### src/rtl/dtm_jtag_pkg.sv
// Shared debug definitions for the JTAG DTM: IR codes, DMI op codes,
// DTMCS / DMI scan field positions and the TAP and request state encodings.
package dtm_jtag_pkg;

    typedef enum logic [3:0] {
        TAP_RESET    = 4'h0,
        TAP_IDLE     = 4'h1,
        TAP_SEL_DR   = 4'h2,
        TAP_CAP_DR   = 4'h3,
        TAP_SHIFT_DR = 4'h4,
        TAP_EXIT1_DR = 4'h5,
        TAP_PAUSE_DR = 4'h6,
        TAP_EXIT2_DR = 4'h7,
        TAP_UPD_DR   = 4'h8,
        TAP_SEL_IR   = 4'h9,
        TAP_CAP_IR   = 4'ha,
        TAP_SHIFT_IR = 4'hb,
        TAP_EXIT1_IR = 4'hc,
        TAP_PAUSE_IR = 4'hd,
        TAP_EXIT2_IR = 4'he,
        TAP_UPD_IR   = 4'hf
    } tap_state_t;

    typedef enum logic [1:0] {
        REQ_IDLE = 2'd0,
        REQ_REQ  = 2'd1,
        REQ_RESP = 2'd2
    } req_state_t;

    localparam logic [4:0] IR_IDCODE = 5'h01;
    localparam logic [4:0] IR_DTMCS  = 5'h10;
    localparam logic [4:0] IR_DMI    = 5'h11;
    localparam logic [4:0] IR_BYPASS = 5'h1f;

    localparam logic [1:0] OP_NOP   = 2'd0;
    localparam logic [1:0] OP_READ  = 2'd1;
    localparam logic [1:0] OP_WRITE = 2'd2;
    localparam logic [1:0] OP_BUSY  = 2'd3;

    localparam int DTMCS_VERSION_LSB = 0;
    localparam int DTMCS_VERSION_MSB = 3;
    localparam int DTMCS_ABITS_LSB   = 4;
    localparam int DTMCS_ABITS_MSB   = 9;
    localparam int DTMCS_DMISTAT_LSB = 10;
    localparam int DTMCS_DMISTAT_MSB = 11;
    localparam int DTMCS_IDLE_LSB    = 12;
    localparam int DTMCS_IDLE_MSB    = 14;
    localparam int DTMCS_DMIRESET    = 16;
    localparam int DTMCS_DMIHARDRESET = 17;

    localparam int DMI_OP_LSB   = 0;
    localparam int DMI_OP_MSB   = 1;
    localparam int DMI_DATA_LSB = 2;
    localparam int DMI_DATA_MSB = 33;
    localparam int DMI_ADDR_LSB = 34;
    localparam int DMI_ADDR_MSB = 40;
    localparam int DMI_LEN      = 41;

    function automatic logic [31:0] dtmcs_capture(input logic [1:0] dmistat);
        logic [31:0] v;
        v = '0;
        v[DTMCS_VERSION_MSB:DTMCS_VERSION_LSB] = 4'd1;
        v[DTMCS_ABITS_MSB:DTMCS_ABITS_LSB]     = 6'd7;
        v[DTMCS_DMISTAT_MSB:DTMCS_DMISTAT_LSB] = dmistat;
        v[DTMCS_IDLE_MSB:DTMCS_IDLE_LSB]       = 3'd1;
        return v;
    endfunction

endpackage

### src/rtl/dtm_jtag_tap_fsm.sv
// IEEE 1149.1 TAP controller stepped by a synchronized tck-rise pulse;
// emits single-cycle capture/shift/update strobes for the state being left.
module jtag_tap_fsm
    import dtm_jtag_pkg::*;
(
    input  logic clk,
    input  logic resetn,
    input  logic force_reset,
    input  logic tck_rise,
    input  logic tms,
    output logic test_logic_reset,
    output logic capture_dr,
    output logic shift_dr,
    output logic update_dr,
    output logic capture_ir,
    output logic shift_ir,
    output logic update_ir,
    output logic in_shift_dr,
    output logic in_shift_ir
);

    tap_state_t state;
    tap_state_t state_next;

    always_ff @(posedge clk) begin
        if (!resetn) begin
            state <= TAP_RESET;
        end else if (force_reset) begin
            state <= TAP_RESET;
        end else begin
            state <= state_next;
        end
    end

    always_comb begin
        state_next = state;
        if (tck_rise) begin
            case (state)
                TAP_RESET:    state_next = tms ? TAP_RESET    : TAP_IDLE;
                TAP_IDLE:     state_next = tms ? TAP_SEL_DR   : TAP_IDLE;
                TAP_SEL_DR:   state_next = tms ? TAP_SEL_IR   : TAP_CAP_DR;
                TAP_CAP_DR:   state_next = tms ? TAP_EXIT1_DR : TAP_SHIFT_DR;
                TAP_SHIFT_DR: state_next = tms ? TAP_EXIT1_DR : TAP_SHIFT_DR;
                TAP_EXIT1_DR: state_next = tms ? TAP_UPD_DR   : TAP_PAUSE_DR;
                TAP_PAUSE_DR: state_next = tms ? TAP_EXIT2_DR : TAP_PAUSE_DR;
                TAP_EXIT2_DR: state_next = tms ? TAP_UPD_DR   : TAP_SHIFT_DR;
                TAP_UPD_DR:   state_next = tms ? TAP_SEL_DR   : TAP_IDLE;
                TAP_SEL_IR:   state_next = tms ? TAP_RESET    : TAP_CAP_IR;
                TAP_CAP_IR:   state_next = tms ? TAP_EXIT1_IR : TAP_SHIFT_IR;
                TAP_SHIFT_IR: state_next = tms ? TAP_EXIT1_IR : TAP_SHIFT_IR;
                TAP_EXIT1_IR: state_next = tms ? TAP_UPD_IR   : TAP_PAUSE_IR;
                TAP_PAUSE_IR: state_next = tms ? TAP_EXIT2_IR : TAP_PAUSE_IR;
                TAP_EXIT2_IR: state_next = tms ? TAP_UPD_IR   : TAP_SHIFT_IR;
                TAP_UPD_IR:   state_next = tms ? TAP_SEL_DR   : TAP_IDLE;
                default:      state_next = TAP_RESET;
            endcase
        end
    end

    // Actions fire on the tck rise that leaves the named state.
    assign capture_dr = tck_rise && (state == TAP_CAP_DR);
    assign shift_dr   = tck_rise && (state == TAP_SHIFT_DR);
    assign update_dr  = tck_rise && (state == TAP_UPD_DR);
    assign capture_ir = tck_rise && (state == TAP_CAP_IR);
    assign shift_ir   = tck_rise && (state == TAP_SHIFT_IR);
    assign update_ir  = tck_rise && (state == TAP_UPD_IR);

    assign in_shift_dr      = (state == TAP_SHIFT_DR);
    assign in_shift_ir      = (state == TAP_SHIFT_IR);
    assign test_logic_reset = (state == TAP_RESET) || force_reset;

endmodule

### src/rtl/dtm_jtag.sv
// JTAG Debug Transport Module: turns DMI register scans into dmi_* requests.
// Define JTAG_TRST_EN to add the active-low trstn TAP reset input.
module dtm_jtag
    import dtm_jtag_pkg::*;
#(
    parameter logic [31:0] IDCODE = 32'h10e31913,
    parameter int          ABITS  = 7
) (
    input  logic             clk,
    input  logic             resetn,
    input  logic             tck,
    input  logic             tms,
    input  logic             tdi,
`ifdef JTAG_TRST_EN
    input  logic             trstn,
`endif
    output logic             tdo,
    output logic             tdo_oe,
    output logic             dmi_valid,
    input  logic             dmi_ready,
    output logic             dmi_write,
    output logic [ABITS-1:0] dmi_addr,
    output logic [31:0]      dmi_wdata,
    input  logic [31:0]      dmi_rdata
);

    logic [2:0]  tck_sync;
    logic [1:0]  tms_sync;
    logic [1:0]  tdi_sync;
    logic        tck_rise;
    logic        tck_fall;
    logic        tap_force;

    logic        test_logic_reset;
    logic        capture_dr, shift_dr, update_dr;
    logic        capture_ir, shift_ir, update_ir;
    logic        in_shift_dr, in_shift_ir;

    logic [4:0]  ir;
    logic [4:0]  ir_sr;
    logic [DMI_LEN-1:0] dr_sr;
    logic [1:0]  sticky;
    logic        discard;
    logic [31:0] result_data;
    logic        dmi_start;
    logic [1:0]  scan_op;

    req_state_t  req_state;
    req_state_t  req_next;

    always_ff @(posedge clk) begin
        if (!resetn) begin
            tck_sync <= '0;
            tms_sync <= '0;
            tdi_sync <= '0;
        end else begin
            tck_sync <= {tck_sync[1:0], tck};
            tms_sync <= {tms_sync[0], tms};
            tdi_sync <= {tdi_sync[0], tdi};
        end
    end

    assign tck_rise = tck_sync[1] & ~tck_sync[2];
    assign tck_fall = ~tck_sync[1] & tck_sync[2];

`ifdef JTAG_TRST_EN
    logic [1:0] trst_sync;

    always_ff @(posedge clk) begin
        if (!resetn) begin
            trst_sync <= 2'b11;
        end else begin
            trst_sync <= {trst_sync[0], trstn};
        end
    end

    assign tap_force = ~trst_sync[1];
`else
    assign tap_force = 1'b0;
`endif

    jtag_tap_fsm u_tap (
        .clk              (clk),
        .resetn           (resetn),
        .force_reset      (tap_force),
        .tck_rise         (tck_rise),
        .tms              (tms_sync[1]),
        .test_logic_reset (test_logic_reset),
        .capture_dr       (capture_dr),
        .shift_dr         (shift_dr),
        .update_dr        (update_dr),
        .capture_ir       (capture_ir),
        .shift_ir         (shift_ir),
        .update_ir        (update_ir),
        .in_shift_dr      (in_shift_dr),
        .in_shift_ir      (in_shift_ir)
    );

    always_ff @(posedge clk) begin
        if (!resetn) begin
            ir    <= IR_IDCODE;
            ir_sr <= '0;
        end else if (test_logic_reset) begin
            ir <= IR_IDCODE;
        end else begin
            if (capture_ir) begin
                ir_sr <= 5'b00001;
            end else if (shift_ir) begin
                ir_sr <= {tdi_sync[1], ir_sr[4:1]};
            end
            if (update_ir) begin
                ir <= ir_sr;
            end
        end
    end

    assign scan_op   = dr_sr[DMI_OP_MSB:DMI_OP_LSB];
    assign dmi_start = update_dr && (ir == IR_DMI) && (req_state == REQ_IDLE) &&
                       (sticky == OP_NOP) && ((scan_op == OP_READ) || (scan_op == OP_WRITE));

    // DR shift register: 32-bit registers shift into bit 31, BYPASS into bit 0.
    always_ff @(posedge clk) begin
        if (!resetn) begin
            dr_sr   <= '0;
            sticky  <= OP_NOP;
            discard <= 1'b0;
        end else begin
            if (capture_dr) begin
                case (ir)
                    IR_IDCODE: dr_sr <= {9'b0, IDCODE};
                    IR_DTMCS:  dr_sr <= {9'b0, dtmcs_capture(sticky)};
                    IR_DMI: begin
                        if (req_state != REQ_IDLE) begin
                            dr_sr  <= {dmi_addr, result_data, OP_BUSY};
                            sticky <= OP_BUSY;
                        end else begin
                            dr_sr <= {dmi_addr, result_data, sticky};
                        end
                    end
                    default:   dr_sr <= '0;
                endcase
            end else if (shift_dr) begin
                case (ir)
                    IR_IDCODE, IR_DTMCS: dr_sr <= {9'b0, tdi_sync[1], dr_sr[31:1]};
                    IR_DMI:              dr_sr <= {tdi_sync[1], dr_sr[DMI_LEN-1:1]};
                    default:             dr_sr <= {40'b0, tdi_sync[1]};
                endcase
            end

            if (update_dr && (ir == IR_DTMCS)) begin
                if (dr_sr[DTMCS_DMIRESET] || dr_sr[DTMCS_DMIHARDRESET]) begin
                    sticky <= OP_NOP;
                end
                if (dr_sr[DTMCS_DMIHARDRESET] && (req_state != REQ_IDLE)) begin
                    discard <= 1'b1;
                end
            end
            // Completion clears discard so a late hard reset cannot poison the next request.
            if (req_state == REQ_RESP) begin
                discard <= 1'b0;
            end
            if (test_logic_reset) begin
                sticky <= OP_NOP;
            end
        end
    end

    always_ff @(posedge clk) begin
        if (!resetn) begin
            req_state <= REQ_IDLE;
        end else begin
            req_state <= req_next;
        end
    end

    always_comb begin
        req_next = req_state;
        case (req_state)
            REQ_IDLE: if (dmi_start) req_next = REQ_REQ;
            REQ_REQ:  if (dmi_ready) req_next = REQ_RESP;
            REQ_RESP: req_next = REQ_IDLE;
            default:  req_next = REQ_IDLE;
        endcase
    end

    assign dmi_valid = (req_state == REQ_REQ);

    always_ff @(posedge clk) begin
        if (!resetn) begin
            dmi_write   <= 1'b0;
            dmi_addr    <= '0;
            dmi_wdata   <= '0;
            result_data <= '0;
        end else begin
            if (dmi_start) begin
                dmi_write <= (scan_op == OP_WRITE);
                dmi_addr  <= dr_sr[DMI_ADDR_MSB:DMI_ADDR_LSB];
                dmi_wdata <= dr_sr[DMI_DATA_MSB:DMI_DATA_LSB];
            end
            if ((req_state == REQ_RESP) && !dmi_write && !discard) begin
                result_data <= dmi_rdata;
            end
        end
    end

    always_ff @(posedge clk) begin
        if (!resetn) begin
            tdo    <= 1'b0;
            tdo_oe <= 1'b0;
        end else begin
            tdo_oe <= in_shift_dr | in_shift_ir;
            if (tck_fall) begin
                tdo <= in_shift_ir ? ir_sr[0] : dr_sr[0];
            end
        end
    end

endmodule

### config.mk
export PLATFORM = sky130hd
export DESIGN_NAME = dtm_jtag
export DESIGN_NICKNAME = d
export VERILOG_FILES = /design/src/rtl/dtm_jtag_pkg.sv /design/src/rtl/dtm_jtag_tap_fsm.sv /design/src/rtl/dtm_jtag.sv
export SDC_FILE = /design/constraint.sdc
export NUM_CORES = 1
export LEC_CHECK = 0
export CAP_MARGIN = 25
export CORE_MARGIN = 1.5
export CORE_UTILIZATION = 54
export CTS_CLUSTER_SIZE = 30
export DETAILED_ROUTE_END_ITERATION = 7
export PLACE_DENSITY = 0.78
export SLEW_MARGIN = 10
export SYNTH_ARGS = -nofsm -noshare
export SYNTH_HDL_FRONTEND = slang
export SYNTH_SLANG_ARGS = --single-unit
### constraint.sdc
create_clock -name clk -period 5.95 [get_ports clk]
set_clock_uncertainty 0.15 [all_clocks]
set_input_delay 1.19 -clock clk [delete_from_list [all_inputs] [get_ports clk]]
set_output_delay 1.19 -clock clk [all_outputs]
set_load 0.01 [all_outputs]
==> out/results.txt <==
R2R depth: 4
Area delta synth->final: 22.38%
Share of cells above drive strength 1: 7.134%
Initial Util: 55.88%
GR Overflow Total: 0
Crit-path leading delay family: compound AO/OA/AOI/OAI gates
Die Ht: 109.4 um
CP required: 6.13 ns
Number of max-cap violations: 0
Largest net degree at the start of global routing: 74
Final nets: 797
Maximum clock rate: 0.2940 GHz
Yosys Warn Count: 0
Clock Path Buffers: 2
CP max stage delay: 0.97 ns
Hold Vio Cnt, Final: 0
Mapped Cells: 718
Hold buffers post-CTS: 0
Min-delay src: tck_sync[0]
Worst Hold Depth: 1
Multi-input gate area in the final layout: 0.002969 mm2
Worst path slowest cell: a21oi_2
Seq/Total Area, Yosys: 46.19%
CTS resizes: 0
Initial drt markers: 465
Setup crit start kind: flop
Commonest register cell after synthesis: dfxtp_1
VDD IR max: 0.2378 mV
WS Path Type: reg2reg
TritonRoute pass-1 iters: 6
Worst-Skew Late Latency: 0.42 ns
Total track usage: 27.15%
Post-synth top area share: 46.19%
CP cell instances: nand3b_1 > a21oi_2 > nand3_1 > o31ai_1
DIE WIDTH: 109.4 um
Routed len/inst: 17.10 um
WP data arrival: 3.58 ns
Synth async-reset ratio: 0%
Hold WC Path Type: reg2reg
Hold worst-path end: tck_sync[1]
Leak pwr: 2.470 nW
Worst Path Buf+Inv: 0
Clock transition at path regs: 0.06 ns
Rows: 38
R2R Path Start: u_tap.state[1]
Syn Area/Cell: 8.511 um2
Setup Buffers After CTS: 0
Final Max Tran Viols: 0
Routed vias: 5,431
Via/cell ratio: 5.962
Setup TNS: 0 ns
Biggest area consumer among synthesized cells: dfxtp_1
Routed Antenna Nets: 0
Status: finished, final reports clean
Post-synth top cells: dfxtp_1 (141), o21ai_0 (85), nand2_1 (74), a21boi_0 (64), nand3_1 (54)
Final period util: 57.16%
Number of H-tree levels: 4
Syn nets: 757
Flop2flop setup slack: 2.55 ns
Number of diodes: 0
First-pass GRT wire length: 24,810 um
Root buf cell: clkbuf_16
Setup crit end kind: flop
PortBufs: 80
Final HPWL DP: 9991 um
Routed Wire Length: 15,580 um
# DRC: 0
Post-synth EDFFs: 0
Mapped cell area: 0.006111 mm2
Initial antenna violation count: 0
TritonCTS clock tree: done
RR Endpoint: dr_sr[4]
Slew Limit Headroom: 34.67%
Least-Margin Pin Slew: 0.9799 ns
Vias in the first global route: 5,094
GP Congestion: 0.9211
Seq. cell area: 0.002823 mm2
Post-synth cell types: 54
Cell with the most instances after synthesis: dfxtp_1
CTS buffer count: 17
Final Util: 68.39%
Sink Count: 141
Die area: 0.01196 mm2
PwrDens: 274.4 mW/mm2
# setup viols final: 0
Unrepaired setup endpoints after global routing: false
Synth Register Bits: 141
Clock period minus worst slack: 3.401 ns
Crit-path max FO: 23
Ports: 81
Fillers: 880
Ranking of synthesized cells by area: dfxtp_1 (46%), a21boi_0 (7.9%), o21ai_0 (7.0%)
Core area: 0.01094 mm2
## worst max-delay path by stage
stage / start / to / slack (ns) / cells after the start
floorplan: resetn / dr_sr[12] / 3.79 / 4
global placement: u_tap.state[1] / dr_sr[4] / 2.92 / 4
detailed placement: u_tap.state[1] / dr_sr[4] / 2.72 / 4
CTS: u_tap.state[1] / dr_sr[4] / 2.65 / 4
global route: u_tap.state[1] / dr_sr[4] / 2.29 / 4
finish: u_tap.state[1] / dr_sr[4] / 2.55 / 4
## cells in the final DEF, fill, tap and decap left out, types with 3 or more instances in the layout
| master | Yosys | routed |
|---|---|---|
| and3_1 | 3 | 3 |
| clkbuf_16 | 0 | 17 |
| clkinvlp_4 | 0 | 4 |
| nor3_1 | 4 | 4 |
| nand3_1 | 54 | 54 |
| a22oi_1 | 8 | 8 |
| dfxtp_1 | 141 | 141 |
| o21a_1 | 12 | 12 |
| a21boi_0 | 64 | 64 |
| a31oi_1 | 6 | 6 |
| o21ai_0 | 85 | 84 |
| inv_1 | 13 | 13 |
| clkbuf_8 | 0 | 3 |
| nor2_1 | 26 | 26 |
| nor3b_1 | 6 | 5 |
| clkdlybuf4s50_1 | 0 | 79 |
| buf_4 | 0 | 9 |
| nand4_1 | 4 | 4 |
| a21oi_1 | 32 | 32 |
| nor2b_1 | 10 | 10 |
| nand3b_1 | 4 | 4 |
| and2_1 | 17 | 17 |
| o2bb2ai_1 | 9 | 9 |
| clkinv_2 | 0 | 3 |
| mux2i_1 | 11 | 11 |
| a21boi_1 | 8 | 8 |
| o31ai_1 | 5 | 5 |
| nand2_1 | 74 | 74 |
| a221oi_1 | 16 | 16 |
## final cells by class
cell class / count / share of cell area (%)
timing repair buffer: 90 / 11.69
clock buffer: 22 / 6.341
clock inverter: 10 / 1.523
multi-input combinational: 495 / 39.70
sequential: 141 / 37.74
tap: 140 / 2.342
inverter: 13 / 0.6525
## state kept, by name, indices dropped and copies added (netlist names), 3 cells and up
| register | flops |
|---|---|
| ir_sr | 5 |
| result_data | 32 |
| ir | 5 |
| u_tap.state | 4 |
| dmi_addr | 7 |
| tck_sync | 3 |
| dmi_wdata | 32 |
| dr_sr | 41 |
## logic make-up (layout without fill, tap and decap cells)
logic type      count (synthesis)  count (layout)  share of synthesized area [%]
xor+xnor                        2               2                         0.2867
flops                         141             141                          46.19
buf+inv                        82             135                          5.426
mux                            11              11                          1.802
fa+ha+maj                       1               1                         0.2047
simple gates                  224             224                          18.63
compound gates                257             257                          27.46
## per-stage QoR
stage	instance area (um2)	hold slack, ns	std cells	setup WS [ns]	power [mW]
5_1_grt	7478	0.3124	911	2.286	2.104
3_3_place_gp	6864	0.2734	876	2.921	1.027
3_5_place_dp	6864	0.2687	876	2.715	1.028
2_1_floorplan	6111	0.2619	718	3.791	0.9983
4_1_cts	7452	0.3027	908	2.652	2.059
6_report	7478	0.3014	911	2.549	2.052
## worst reg2reg max path: stages, from the launching register on
cell and delay (ns):
dfxtp_1 0.62, nand3b_1 0.58, a21oi_2 0.97, nand3_1 0.59
o31ai_1 0.39
## layer usage
metal | vias to the layer above | track usage (%) | part of all wire (%)
met5 | - | 0 | 0
met4 | 0 | 11.60 | 1.7
met3 | 28 | 6.639 | 7.8
met2 | 216 | 44.76 | 48
met1 | 2554 | 33.76 | 42
li1 | 2633 | - | -
## where the power goes
part           switching [mW]  internal, mW
sequential            0.00414         0.947
clock                   0.396         0.647
combinational          0.0234        0.0339
No activity file was read; power rests on OpenSTA's default activity.
